<file path="src/rtl/addsub_op_queue.sv">
// Issue queue in front of a combinational add/sub unit: buffers {ctrl,a,b} ops in a FIFO,
// presents the head to the unit and registers its result. Optional status ports: ADDSUB_Q_STATUS_EN.
module addsub_op_queue #(
  parameter int DATA_SIZE = 4,
  parameter int DEPTH     = 4
) (
  input  logic                   clk_in,
  input  logic                   rst_n_in,
  input  logic                   op_valid_in,
  output logic                   op_ready_out,
  input  logic [DATA_SIZE-1:0]   op_a_in,
  input  logic [DATA_SIZE-1:0]   op_b_in,
  input  logic                   op_ctrl_in,
  output logic [DATA_SIZE-1:0]   a_out,
  output logic [DATA_SIZE-1:0]   b_out,
  output logic                   control_out,
  input  logic [DATA_SIZE-1:0]   result_in,
  input  logic                   carry_in,
  output logic                   res_valid_out,
  input  logic                   res_ready_in,
  output logic [DATA_SIZE-1:0]   res_data_out,
  output logic                   res_carry_out
`ifdef ADDSUB_Q_STATUS_EN
  ,
  output logic [$clog2(DEPTH):0] level_out,
  output logic [7:0]             done_cnt_out
`endif
);

  localparam int ADDR_W  = $clog2(DEPTH);
  localparam int ENTRY_W = 2 * DATA_SIZE + 1;
  localparam logic [ADDR_W:0]   FULL_CNT = (ADDR_W + 1)'(DEPTH);
  localparam logic [ADDR_W:0]   CNT_ONE  = (ADDR_W + 1)'(1);
  localparam logic [ADDR_W-1:0] PTR_ONE  = ADDR_W'(1);

  logic [ENTRY_W-1:0]   mem_q [DEPTH];
  logic [ADDR_W-1:0]    wr_ptr_q, wr_ptr_d;
  logic [ADDR_W-1:0]    rd_ptr_q, rd_ptr_d;
  logic [ADDR_W:0]      count_q, count_d;
  logic                 run_q;
  logic                 res_valid_q, res_valid_d;
  logic [DATA_SIZE-1:0] res_data_q, res_data_d;
  logic                 res_carry_q, res_carry_d;
  logic                 push, pop, deliver, not_empty;
  logic [ENTRY_W-1:0]   head_entry;

  assign not_empty    = (count_q != '0);
  assign op_ready_out = run_q & (count_q != FULL_CNT);
  assign push         = op_valid_in & op_ready_out;
  assign pop          = not_empty & (~res_valid_q | res_ready_in);
  assign deliver      = res_valid_q & res_ready_in;

  // An empty queue presents all-zero operands so the attached unit sees a quiet input.
  assign head_entry = not_empty ? mem_q[rd_ptr_q] : '0;
  assign {control_out, a_out, b_out} = head_entry;

  assign res_valid_out = res_valid_q;
  assign res_data_out  = res_data_q;
  assign res_carry_out = res_carry_q;

  always_comb begin
    // NOTE: every next-state signal gets its hold value first, so no path leaves it unassigned (no latch).
    wr_ptr_d    = wr_ptr_q;
    rd_ptr_d    = rd_ptr_q;
    count_d     = count_q;
    res_valid_d = res_valid_q;
    res_data_d  = res_data_q;
    res_carry_d = res_carry_q;

    if (push) wr_ptr_d = wr_ptr_q + PTR_ONE;

    // A pop refills the result register, which also covers a same-cycle delivery.
    if (pop) begin
      rd_ptr_d    = rd_ptr_q + PTR_ONE;
      res_valid_d = 1'b1;
      res_data_d  = result_in;
      res_carry_d = carry_in;
    end else if (deliver) begin
      res_valid_d = 1'b0;
    end

    case ({push, pop})
      2'b10:   count_d = count_q + CNT_ONE;
      2'b01:   count_d = count_q - CNT_ONE;
      default: count_d = count_q;
    endcase
  end

  // NOTE: state flops are written with non-blocking assignments so all of them update together at the edge.
  always_ff @(posedge clk_in or negedge rst_n_in) begin
    if (!rst_n_in) begin
      wr_ptr_q    <= '0;
      rd_ptr_q    <= '0;
      count_q     <= '0;
      run_q       <= 1'b0;
      res_valid_q <= 1'b0;
      res_data_q  <= '0;
      res_carry_q <= 1'b0;
    end else begin
      wr_ptr_q    <= wr_ptr_d;
      rd_ptr_q    <= rd_ptr_d;
      count_q     <= count_d;
      run_q       <= 1'b1;
      res_valid_q <= res_valid_d;
      res_data_q  <= res_data_d;
      res_carry_q <= res_carry_d;
    end
  end

  // NOTE: the storage array is not reset; an entry is only read after it has been written, guarded by count.
  always_ff @(posedge clk_in) begin
    if (push) mem_q[wr_ptr_q] <= {op_ctrl_in, op_a_in, op_b_in};
  end

`ifdef ADDSUB_Q_STATUS_EN
  logic [7:0] done_cnt_q;

  always_ff @(posedge clk_in or negedge rst_n_in) begin
    if (!rst_n_in)    done_cnt_q <= 8'd0;
    else if (deliver) done_cnt_q <= done_cnt_q + 8'd1;
  end

  assign level_out    = count_q;
  assign done_cnt_out = done_cnt_q;
`endif

endmodule

</file>
<file path="config.mk">
export PLATFORM = sky130hd
export DESIGN_NAME = addsub_op_queue
export DESIGN_NICKNAME = d
export VERILOG_FILES = /design/src/rtl/addsub_op_queue.sv
export SDC_FILE = /design/constraint.sdc
export NUM_CORES = 1
export LEC_CHECK = 0
export BUFFER_PORTS_ARGS = -buffer_cell sky130_fd_sc_hd__buf_2
export CAP_MARGIN = 10
export CORE_AREA = 3 3 70 65
export DETAILED_ROUTE_END_ITERATION = 16
export DIE_AREA = 0 0 73 68
export GPL_TIMING_DRIVEN = 0
export PLACE_DENSITY = 0.74
export SYNTH_ARGS = -nofsm -noshare
export SYNTH_HDL_FRONTEND = slang
export SYNTH_SLANG_ARGS = --single-unit
</file>
<file path="constraint.sdc">
create_clock -name clk_in -period 3.6 [get_ports clk_in]
set_input_delay 0.72 -clock clk_in [delete_from_list [all_inputs] [get_ports clk_in]]
set_output_delay 0.72 -clock clk_in [all_outputs]
set_load 0.02 [all_outputs]
</file>
==> out/qor.yml <==
floorplan:
  io_pins: 34
  die_x_um: 73
  coreArea_um2: 3810
  start_util: 0.548
  num_rows: 21
  dieArea_um2: 4960
  die_y_um: 68
timing:
  hold_viol: 0
  finalCriticalPeriod_ns: 2.45
  fmax_ghz: 0.409
  post-route-period-util: 0.680
  slew_violations: 0
  clock_skew_ns: 0.00545
  setup_slack_ns: 1.15
  rsz0062_at_grt: "false"
  setup_viol: 0
  fin_tns_setup_ns: 0
finish:
  instances_no_fill: 199
  diodes: 0
  fill_cells: 278
  drive_above_1_share: 0.405
  final_util: 0.628
  nets: 176
  area_growth_pct: 14.6
clock_network:
  htree_num_levels: 2
  numCtsBuffers: 5
  cts_tree: "yes"
  postCtsSetupBuffers: 0
  cts_buffer_depth: 2
  path_clk_slew_ns: 0.09
  clock_latency_ns: 0.30
  root_buffer: "clkbuf_8"
  clock_sinks: 50
  cts-resized-gates: 0
  postCtsHoldBufs: 0
critical_path:
  crit_path_end_kind: "primary output"
  cp.arrival_ns: 1.73
  cp_max_fo: 10
  cp_slowest_cell: "mux4_2"
  max_stage_delay_ns: 0.52
  crit_path_start_kind: "register"
  critPathKind: "register to primary output"
  cp.required_ns: 2.88
  r2r-end: "count_q[2]"
  path_cells: "buf_6, mux4_2, nor2b_1, buf_2"
  ff2ff_setup_slack_ns: 1.65
  reg2reg_depth: 9
  r2r-start: "count_q[2]"
detailed_routing:
  drt_wl_total_um: 3350
  wire_per_inst_um: 16.8
  viasPerCell: 5.21
  vias: 1037
  firstDrtPassIters: 4
  drt_iter0_drc: 60
  drc: 0
  drtAntennaViolNets: 0
global_routing:
  grt_pass1_vias: 1089
  grt_start_max_net_pins: 15
  grt_pass1_wl_um: 5380
  antenna_found_initial: 0
  grt.overflow.total: 0
  grt_use_total: 0.153
yosys:
  netlist-cell-type-count: 25
  syn_area_per_cell_um2: 18.6
  synth_cells: 112
  synth_area_um2: 2090
  ys_ff_latch: 50
  synth_area_leader_cell: "edfxtp_1"
  yosysWarnings: 0
  synth.net_count: 136
  synth_area_leaders: "edfxtp_1, dfrtp_1, mux4_2"
  ys_seq_area_frac: 0.685
  synth_top_area_frac: 0.518
placement:
  dp_cells: 191
  portBuffers: 33
  gp_congestion: 0.705
  place_hpwl_um: 2440
  dpl_worst_slack_ns: 1.20
flow_run:
  cap_violations: 0
min_path:
  hold_path_class: "input port to async pin"
outcome:
  status: "finished clean"
power_and_ir_drop:
  peakVddDrop_uv: 362
  p_per_area_nw_per_um2: 782
  p_leak_uw: 0.000963
  p_total_uw: 1870
## routing by layer
layer,global-route usage,vias to the layer above,wire length [um]
li1,-,482,-
met3,0.0470,5,161
met2,0.267,22,1830
met1,0.181,528,1310
met5,0,-,0
met4,0.0484,0,39
## cell usage in the layout (no fill, tap or decap), types with 2 or more instances in the layout
cell	count
dfrtp_1	14
edfxtp_1	36
mux4_2	8
nor2b_1	8
and2_1	4
ha_1	5
xor2_1	4
mux2_4	5
clkbuf_8	5
nor2_1	2
buf_6	2
buf_2	35
inv_1	6
nor2b_4	2
nand2_1	2
xnor2_1	2
## metrics by stage
stage / instance area [um^2] / hold WS, ns
floorplan: 2090 / 0.424
global placement: 2310 / 0.489
detailed placement: 2310 / 0.502
CTS: 2390 / 0.307
global route: 2390 / 0.317
finish: 2390 / 0.303
## critical path: cells and delay by family (launching register included)
kind                   cells  cell delay, ns
and+or+nand+nor            1            0.16
DFF                        1            0.38
muxes                      1            0.52
buffers and inverters      2            0.36
## kinds of logic (layout without fill, tap and decap cells)
family | Yosys count | count (layout) | share of synthesized area
compound gates | 2 | 2 | 0.00779
xor+xnor | 6 | 6 | 0.0252
fa+ha+maj | 6 | 6 | 0.0395
buf+inv | 10 | 51 | 0.0264
flops | 50 | 50 | 0.685
mux | 16 | 16 | 0.145
other cells | 1 | 1 | 0.00180
simple gates | 21 | 21 | 0.0689
## synthesized netlist by cell type
| cell | count |
|---|---|
| fa_1 | 1 |
| a21oi_2 | 1 |
| nor3_2 | 1 |
| xnor2_1 | 2 |
| dfrtp_1 | 14 |
| and2_1 | 4 |
| buf_2 | 2 |
| conb_1 | 1 |
| nand2_1 | 2 |
| mux2_4 | 5 |
| inv_1 | 6 |
| and3b_2 | 1 |
| a21boi_0 | 1 |
| nor2b_1 | 8 |
| mux2_2 | 1 |
| xor2_1 | 4 |
| ha_1 | 5 |
| mux4_1 | 1 |
| buf_6 | 2 |
| edfxtp_1 | 36 |
| nor2b_4 | 2 |
| mux2i_1 | 1 |
| mux4_2 | 8 |
| nor2_1 | 2 |
| nand2b_1 | 1 |
## sequential cells by signal, summed over array words and instances, names as in the netlist
register and count:
rd_ptr_q 2, mem_q 36, res_data_out 4, count_q 3, res_carry_out 1, wr_ptr_q 2, run_q 1, res_valid_out 1
## cell type report
class                   count  area (um^2)  share of cell area
inverters                   6         22.5             0.00941
repair buffers             33          165              0.0690
multi-input cells          52          602               0.252
well taps                  46         57.6              0.0241
clock inverters             2         8.76             0.00366
clock buffers               6         72.6              0.0303
plain buffers               4         32.5              0.0136
flip-flops and latches     50         1430               0.598
## worst max-delay path by stage
stage | startpoint | slack [ns] | to | cells after the start
3_5_place_dp | res_ready_in | 1.20 | count_q[2] | 10
6_report | rd_ptr_q[0] | 1.15 | b_out[3] | 4
5_1_grt | rd_ptr_q[0] | 1.07 | b_out[3] | 4
4_1_cts | rd_ptr_q[0] | 1.13 | b_out[3] | 4
2_1_floorplan | res_ready_in | 1.43 | count_q[2] | 9
3_3_place_gp | res_ready_in | 1.28 | count_q[2] | 10
## power breakdown
| part | total (uW) | leakage [uW] | switching (uW) | internal (uW) |
|---|---|---|---|---|
| combinational | 767 | 0.000433 | 411 | 356 |
| sequential | 798 | 0.000487 | 63.1 | 735 |
| clock | 305 | 0.0000426 | 171 | 134 |
| total | 1870 | 0.000963 | 645 | 1220 |
(Power assumes the default switching activity.)
